File: src/rtl/iis_master_ctrl.sv
// iis_master_ctrl: I2S bus master generating MCLK/BCLK/LRCLK, serialising DAC pairs and
// deserialising ADC pairs (MSB first, one BCLK after each LRCLK edge, LRCLK low = left).
module iis_master_ctrl #(
  parameter int DATA_SIZE         = 16,
  parameter int DATA_SIZE_FIR_OUT = 24,
  parameter int MCLK_HALF         = 2,
  parameter int BCLK_HALF         = 8,
  parameter int BITS_PER_CH       = 32
) (
  input  logic                         clk_i,
  input  logic                         rst_ni,
  input  logic [DATA_SIZE_FIR_OUT-1:0] tx_data_l_i,
  input  logic [DATA_SIZE_FIR_OUT-1:0] tx_data_r_i,
  input  logic                         tx_valid_i,
  output logic                         tx_ready_o,
  output logic                         tx_underrun_o,
  output logic [DATA_SIZE-1:0]         rx_data_l_o,
  output logic [DATA_SIZE-1:0]         rx_data_r_o,
  output logic                         rx_valid_o,
  output logic                         AC_MCLK,
  output logic                         AC_BCLK,
  output logic                         AC_LRCLK,
  output logic                         AC_DAC_SDATA,
  input  logic                         AC_ADC_SDATA
);
  localparam int MW = $clog2(MCLK_HALF + 1);
  localparam int BW = $clog2(BCLK_HALF + 1);
  localparam int CW = $clog2(BITS_PER_CH);
  localparam int TW = DATA_SIZE_FIR_OUT;
  logic [MW-1:0] mcnt;
  logic [BW-1:0] bcnt;
  logic [CW-1:0] bit_cnt, cnt_nxt;
  logic [TW-1:0] hold_l, hold_r, word_l, word_r, tx_sh;
  logic [DATA_SIZE-2:0] rx_sh;
  logic [DATA_SIZE-1:0] rx_left, rx_word;
  logic mwrap, bwrap, rise_evt, fall_evt, slot_end, frame_start, capture, tx_bit, rx_bit, rx_last;
  always_comb begin
    mwrap       = mcnt == MW'(MCLK_HALF - 1);
    bwrap       = bcnt == BW'(BCLK_HALF - 1);
    rise_evt    = bwrap && !AC_BCLK;
    fall_evt    = bwrap && AC_BCLK;
    slot_end    = bit_cnt == CW'(BITS_PER_CH - 1);
    cnt_nxt     = slot_end ? '0 : bit_cnt + 1'b1;
    frame_start = fall_evt && slot_end && AC_LRCLK;
    capture     = tx_valid_i && tx_ready_o;
    tx_bit      = cnt_nxt >= CW'(1) && cnt_nxt <= CW'(TW);
    rx_bit      = bit_cnt >= CW'(1) && bit_cnt <= CW'(DATA_SIZE);
    rx_last     = rise_evt && bit_cnt == CW'(DATA_SIZE);
    rx_word     = {rx_sh, AC_ADC_SDATA};
  end
  // bit_cnt starts at the last slot position so the first BCLK fall opens the left slot
  always_ff @(posedge clk_i or negedge rst_ni) begin
    if (!rst_ni) begin
      mcnt     <= '0;
      AC_MCLK  <= 1'b0;
      bcnt     <= '0;
      AC_BCLK  <= 1'b0;
      bit_cnt  <= CW'(BITS_PER_CH - 1);
      AC_LRCLK <= 1'b1;
    end else begin
      mcnt <= mwrap ? '0 : mcnt + 1'b1;
      bcnt <= bwrap ? '0 : bcnt + 1'b1;
      if (mwrap) AC_MCLK <= ~AC_MCLK;
      if (bwrap) AC_BCLK <= ~AC_BCLK;
      if (fall_evt) bit_cnt <= cnt_nxt;
      if (fall_evt && slot_end) AC_LRCLK <= ~AC_LRCLK;
    end
  end
  // word_l/word_r hold the pair on air so an empty holding register replays it
  always_ff @(posedge clk_i or negedge rst_ni) begin
    if (!rst_ni) begin
      hold_l        <= '0;
      hold_r        <= '0;
      word_l        <= '0;
      word_r        <= '0;
      tx_sh         <= '0;
      tx_ready_o    <= 1'b1;
      tx_underrun_o <= 1'b0;
      AC_DAC_SDATA  <= 1'b0;
    end else begin
      tx_underrun_o <= frame_start && tx_ready_o;
      if (capture) begin
        hold_l     <= tx_data_l_i;
        hold_r     <= tx_data_r_i;
        tx_ready_o <= 1'b0;
      end else if (frame_start) tx_ready_o <= 1'b1;
      if (frame_start && !tx_ready_o) begin
        word_l <= hold_l;
        word_r <= hold_r;
      end
      if (fall_evt) begin
        if (slot_end) tx_sh <= AC_LRCLK ? (tx_ready_o ? word_l : hold_l) : word_r;
        else if (tx_bit) tx_sh <= tx_sh << 1;
        AC_DAC_SDATA <= tx_bit && tx_sh[TW-1];
      end
    end
  end
  always_ff @(posedge clk_i or negedge rst_ni) begin
    if (!rst_ni) begin
      rx_sh       <= '0;
      rx_left     <= '0;
      rx_data_l_o <= '0;
      rx_data_r_o <= '0;
      rx_valid_o  <= 1'b0;
    end else begin
      rx_valid_o <= rx_last && AC_LRCLK;
      if (rise_evt && rx_bit) rx_sh <= rx_word[DATA_SIZE-2:0];
      if (rx_last && !AC_LRCLK) rx_left <= rx_word;
      if (rx_last && AC_LRCLK) begin
        rx_data_l_o <= rx_left;
        rx_data_r_o <= rx_word;
      end
    end
  end
endmodule

File: config.mk
export PLATFORM = sky130hd
export DESIGN_NAME = iis_master_ctrl
export DESIGN_NICKNAME = d
export VERILOG_FILES = /design/src/rtl/iis_master_ctrl.sv
export SDC_FILE = /design/constraint.sdc
export NUM_CORES = 1
export LEC_CHECK = 0
export BUFFER_PORTS_ARGS = -buffer_cell sky130_fd_sc_hd__buf_2
export CAP_MARGIN = 20
export CORE_UTILIZATION = 28
export DETAILED_ROUTE_END_ITERATION = 6
export PLACE_DENSITY = 0.49
export RECOVER_POWER = 50
export SLEW_MARGIN = 25
export SYNTH_ARGS = -nofsm -noshare
export SYNTH_HDL_FRONTEND = slang
export SYNTH_SLANG_ARGS = --single-unit
File: constraint.sdc
create_clock -name clk_i -period 6.7 [get_ports clk_i]
set_input_delay 0.67 -clock clk_i [delete_from_list [all_inputs] [get_ports clk_i]]
set_output_delay 0.67 -clock clk_i [all_outputs]
set_load 0.02 [all_outputs]
==> results.md, run 1 <==
* Area taken by multi-input logic gates at 0.00339 mm^2
* CORE AREA at 0.0300 mm^2
* Fin. Hold Viols at 0
* Max Clk Rate at 333 MHz
* Power Density at 254 mW/mm^2
* Period utilization at 44.8%
* Mapped Area at 0.00864 mm^2
* Worst-skew pair later-pin latency at 0.50 ns
* Ant. Diodes at 0
* Total nets after synthesis at 666
* Unique masters post-synth at 43
* Chip Height at 178 um
* Clk slew on worst S/H paths at 0.06 ns
* Synth Flop Type: dfrtp_1
* H-Tree Depth at 1
* Required time of the worst setup path at 7.26 ns
* Tmin final at 3.00 ns
* Wire per inst at 16.0 um
* CP Data Arrival Time at 3.56 ns
* EDFF count, synth at 0
* GR peak layer: met2
* Slew headroom at -74.0%
* DRC viols at 0
* Run status: complete, but fails checks
* Via density at 4.81
* Violated checks: capacitance limit, slew limit
* Synth warnings at 0
* GRT Total Usage at 11.2%
* Largest net degree at the start of global routing at 125
* Top delay family on crit path: buffers and inverters
* Setup tns final at 0 ns
* Reg2reg setup slack at 3.99 ns
* Top cell type's share of synthesized area at 56.2%
* Cell count after synthesis at 609
* Dpl cells at 1051
* Detail Route Antenna Nets at 0
* Met2 GRT Util at 18.2%
* Ys async rst share at 100%
* Worst Max-Slew Pin Slew at 2.61 ns
* Post CTS Setup Buffer Count at 0
* Initial DRC Count at 360
* CTS sink cnt at 201
* Final Slew Violations at 49
* FILL cells at 2964
* CP peak stage delay at 1.82 ns
* Clock tree buffer depth at 3
* Grt met1 use at 15.2%
* Hpwl dp at 11100 um
* I/O pin cnt at 91
* # rows at 63
* Crit. End Element: async pin
* HP Class: in -> reg
* Port buffer count at 90
* Die area at 0.0316 mm^2
* Placer congestion estimate at 0.723
* Leak pwr at 4.83 nW
* Mean Syn Cell Area at 14.2 um^2
* # hold bufs at CTS at 0
* Synth top area cells: dfrtp_1, mux2_2, mux2_1
* Routed WL at 17500 um
* Layout cells sized above 1 at 40.3%
* Final setup fails at 0
* Unrepaired setup endpoints after global routing: no
* Synth area leader: dfrtp_1
* Yosys reg bits at 201
* FF+latch area at 0.00504 mm^2
* Final Util at 34.0%
* Maximum VDD drop at 0.152 mV
* First-pass GRT wire length at 28700 um
* Clock skew at 0.0131 ns
* CTS tree: done
* Crit path max-delay cell type: clkbuf_1
* Grt ovf at 0
* Critical Path Fanout Max at 78
* Vias at 5255
* Die Span X at 178 um
* Sequence of cells on the critical path: clkbuf_1, buf_16, buf_6
* Final nets at 744
* Max-cap violations at 1
* WP buf/inv at 3
* Critical path class: in -> async
* Seq/Total Area, Yosys at 58.3%
* Setup crit start kind: primary input
* Initial Utilization at 28.8%
* First-pass DRT Iterations at 4
* Clock Root Buffer: clkbuf_16
* Area grow syn2layout at 18.0%
* Vias in the first global route at 5405
* Post-cts gate resize count at 0
* Initial antenna violation count at 0
* TritonCTS Buffers at 23
* Met3 Usage GRT at 2.06%
* Fin cells at 1092
## cell type report
class	instances	share of cell area (%)
inverters	7	0.258
clock inverters	9	1.03
clock buffers	31	6.33
flip-flops and latches	201	49.4
well taps	390	4.78
repair buffers	98	5.03
multi-input cells	356	33.2
## routing by layer
layer  vias up  share of wire [%]
met2       130                 46
met3        34                4.6
met1      2667                 46
li1       2424                  -
met5         -                  0
met4         0                2.9
## cell usage in the layout (no fill, tap or decap), drive strengths merged, types with 2 or more instances in the layout
master and n:
dfrtp 194, mux2 159, buf 78, clkbuf 51, mux2i 24, a21oi 23
nand2b 23, a2bb2oi 22, o2111ai 22, o221a 22, nand2 11, o21ai 8
dfstp 7, inv 7, nor2 7, clkinv 6, nand3 5, ha 5
nor4 2, nand4 2, and4 2, xnor2 2, bufinv 2
## synth_stat cells (5+ instances only)
| master | number |
|---|---|
| nor2_1 | 7 |
| mux2i_1 | 24 |
| ha_1 | 5 |
| o21ai_0 | 7 |
| a21oi_1 | 23 |
| nand2_1 | 11 |
| o2111ai_1 | 22 |
| nand2b_1 | 23 |
| a2bb2oi_1 | 22 |
| mux2_2 | 125 |
| dfrtp_1 | 194 |
| mux2_1 | 24 |
| clkbuf_1 | 22 |
| buf_1 | 5 |
| dfstp_2 | 7 |
| nand3_1 | 5 |
| inv_1 | 7 |
| buf_2 | 17 |
| o221a_2 | 22 |
| mux2_4 | 10 |
## logic make-up (layout without fill, tap and decap cells)
group,Yosys count,in the layout,synth area share [%]
flip-flops,201,201,58.3
multiplexers,183,183,23.9
AO/OA/AOI/OAI,104,104,9.97
AND/OR/NAND/NOR,61,61,4.14
buffers and inverters,52,145,2.63
adder cells (fa/ha/maj),5,5,0.724
XOR/XNOR,3,3,0.304
## where the power goes
| part | internal (mW) | leakage [nW] | switching [mW] |
|---|---|---|---|
| combinational | 0.0424 | 1.77 | 0.0417 |
| clock | 0.751 | 0.369 | 0.482 |
| sequential | 1.25 | 2.69 | 0.0239 |
| total | 2.04 | 4.83 | 0.548 |
## flip-flops by register name, indices dropped and copies added, names as in the netlist, 2 cells and up
| signal | count |
|---|---|
| bcnt | 4 |
| bit_cnt | 5 |
| hold_l | 24 |
| hold_r | 24 |
| mcnt | 2 |
| rx_data_l_o | 16 |
| rx_data_r_o | 16 |
| rx_left | 16 |
| rx_sh | 15 |
| tx_sh | 24 |
| word_l | 24 |
| word_r | 24 |
## final timing paths
check | startpoint | to | depth (start not counted)
setup / recovery | rst_ni | word_r[16] | 3
hold reg to reg | mcnt[0] | mcnt[0] | 1
max in group clk_i | AC_LRCLK | rx_left[7] | 3
min in group asynchronous | rst_ni | rx_data_l_o[1] | 1
hold / removal | tx_data_r_i[3] | hold_r[3] | 2
setup reg to reg | AC_LRCLK | rx_left[7] | 3
## stage by stage
stage	hold WS (ns)	total power, mW	setup slack [ns]	area, um^2
6_report	0.396	2.59	3.70	10200
5_1_grt	0.381	2.71	3.10	10200
4_1_cts	0.363	2.64	3.90	10200
3_5_place_dp	0.435	1.38	3.92	9450
3_3_place_gp	0.429	1.38	3.97	9440
2_1_floorplan	0.374	1.32	4.34	8640
Note: power is estimated with default switching activity, not from simulation.
==> run 2: changes to the inputs <==
==> constraint.sdc (replaced) <==
create_clock -name clk_i -period 3.14 [get_ports clk_i]
set_input_delay 0.314 -clock clk_i [delete_from_list [all_inputs] [get_ports clk_i]]
set_output_delay 0.314 -clock clk_i [all_outputs]
set_load 0.02 [all_outputs]
==> run 2 against run 1 <==
Sequential power is 110% higher. Largest cell class unchanged. Worst hold slack worse by 0.35 ns. Core utilization is 0.25 points higher. The flow still finishes with violations (capacitance limit, slew limit). Largest power group unchanged.
==> results.md, run 2 (synthesis gave the netlist of run 1 again) <==
* Run status: complete, but fails checks
* Violated checks: capacitance limit, slew limit
* Vias at 5228
* Post-cts gate resize count at 0
* CP Data Arrival Time at 2.81 ns
* Die area at 0.0316 mm^2
* Layout cells sized above 1 at 41.7%
* Crit. End Element: register
* Hold Path Origin: tx_data_l_i[3]
* H-Tree Depth at 1
* FILL cells at 2962
* Area taken by multi-input logic gates at 0.00338 mm^2
* Die Span X at 178 um
* Post CTS Setup Buffer Count at 0
* Tmin final at 2.43 ns
* Max-cap violations at 1
* Final Util at 34.2%
* Via density at 4.74
* Critical path class: reg -> reg
* R2r startpoint: bit_cnt[0]
* CORE AREA at 0.0300 mm^2
* Initial DRC Count at 145
* # hold bufs at CTS at 2
* Critical Path Fanout Max at 29
* I/O pin cnt at 91
* Wire per inst at 16.2 um
* Worst Max-Slew Pin Slew at 1.94 ns
* HP Class: in -> reg
* Period utilization at 77.5%
* Chip Height at 178 um
* FF+latch area at 0.00504 mm^2
* Setup tns final at 0 ns
* DRC viols at 0
* Most frequent cells in the layout: dfrtp_1, mux2_2, buf_2, mux2i_1, mux2_1
* Clock Root Buffer: clkbuf_16
* Required time of the worst setup path at 3.52 ns
* Setup crit start kind: register
* Final Total Pwr at 5.45 mW
* Post-Place Setup Slack at 0.719 ns
* Final setup fails at 0
* Port buffer count at 90
* Worst-skew pair later-pin latency at 0.50 ns
* Max Clk Rate at 411 MHz
* Crit path launch: bit_cnt[0]
* Slack of the critical path at 0.706 ns
* Clock skew at 0.0155 ns
* Unrepaired setup endpoints after global routing: no
* Fin. Hold Viols at 0
* Power Density at 530 mW/mm^2
* GRT Total Usage at 11.5%
* Clk slew on worst S/H paths at 0.06 ns
* Slew headroom at -29.6%
* Grt ovf at 0
* Vias in the first global route at 5428
* Area grow syn2layout at 18.9%
* Clock tree buffer depth at 3
* Largest net degree at the start of global routing at 77
* Leak pwr at 4.90 nW
* TritonCTS Buffers at 22
* Final Slew Violations at 75
* First-pass DRT Iterations at 4
* Hpwl dp at 11700 um
* First-pass GRT wire length at 29400 um
* Initial Utilization at 28.8%
* CTS tree: done
* Routed WL at 17800 um
* CTS sink cnt at 201
* WHS at 0.0444 ns
* Most common cell after layout, fill and taps aside: dfrtp_1
* # rows at 63
* Final nets at 755
* Detail Route Antenna Nets at 0
* Maximum VDD drop at 0.345 mV
* Placer congestion estimate at 0.729
* Initial antenna violation count at 1
## run 2: changes by cell type in the layout (fill, tap and decap cells not counted), moves of 2 or more
| cell | before | now |
|---|---|---|
| buf_12 | 0 | 2 |
| buf_4 | 5 | 16 |
| buf_6 | 2 | 0 |
| clkbuf_8 | 4 | 6 |
| clkinv_4 | 2 | 0 |
| buf_2 | 70 | 78 |
| clkinv_2 | 4 | 1 |
| dlygate4sd3_1 | 0 | 2 |
| clkbuf_1 | 24 | 19 |
## run 2: final timing paths
| path | to | depth (start not counted) | slack (ns) |
|---|---|---|---|
| worst min-delay path | hold_l[3] | 2 | 0.04 |
| worst max-delay path | word_r[6] | 7 | 0.71 |
| worst max register to register | word_r[6] | 7 | 0.71 |
| max in group asynchronous | word_r[4] | 3 | 1.00 |
| min in group asynchronous | mcnt[0] | 2 | 0.89 |
| worst min register to register | mcnt[0] | 1 | 0.46 |
## run 2: layer usage
layer | part of all wire, % | GRT usage (%) | vias up
met5 | 0 | 0 | -
met4 | 1.7 | 2.31 | 0
met3 | 4.5 | 2.29 | 23
met2 | 45 | 18.4 | 116
met1 | 49 | 16.1 | 2645
li1 | - | - | 2444
## run 2: critical path, stage by stage (launching register included)
cell and delay [ns]:
dfstp_2 0.60, ha_1 0.22, and3_1 0.19, ha_1 0.28, buf_4 0.25, nand4_1 0.12
buf_4 0.29, mux2_1 0.35
## run 2: final cells by class
| cell class | instances | area share, % |
|---|---|---|
| Antenna cell | 1 | 0.0244 |
| Inverter | 7 | 0.256 |
| Timing Repair Buffer | 110 | 6.00 |
| Clock inverter | 2 | 0.341 |
| Multi-Input combinational cell | 356 | 32.9 |
| Sequential cell | 201 | 49.0 |
| Clock buffer | 37 | 6.70 |
| Tap cell | 390 | 4.75 |
## run 2: report_power, final
group	internal, mW	switching, mW
Combinational	0.0936	0.0892
Sequential	2.67	0.0510
Clock	1.56	0.987
Total	4.32	1.13
## run 2: metrics by stage
stage / instances / instance area, um^2
after floorplan: 609 / 8640
after global placement: 1062 / 9550
after detailed placement: 1062 / 9550
after CTS: 1103 / 10300
after global routing: 1104 / 10300
final: 1104 / 10300
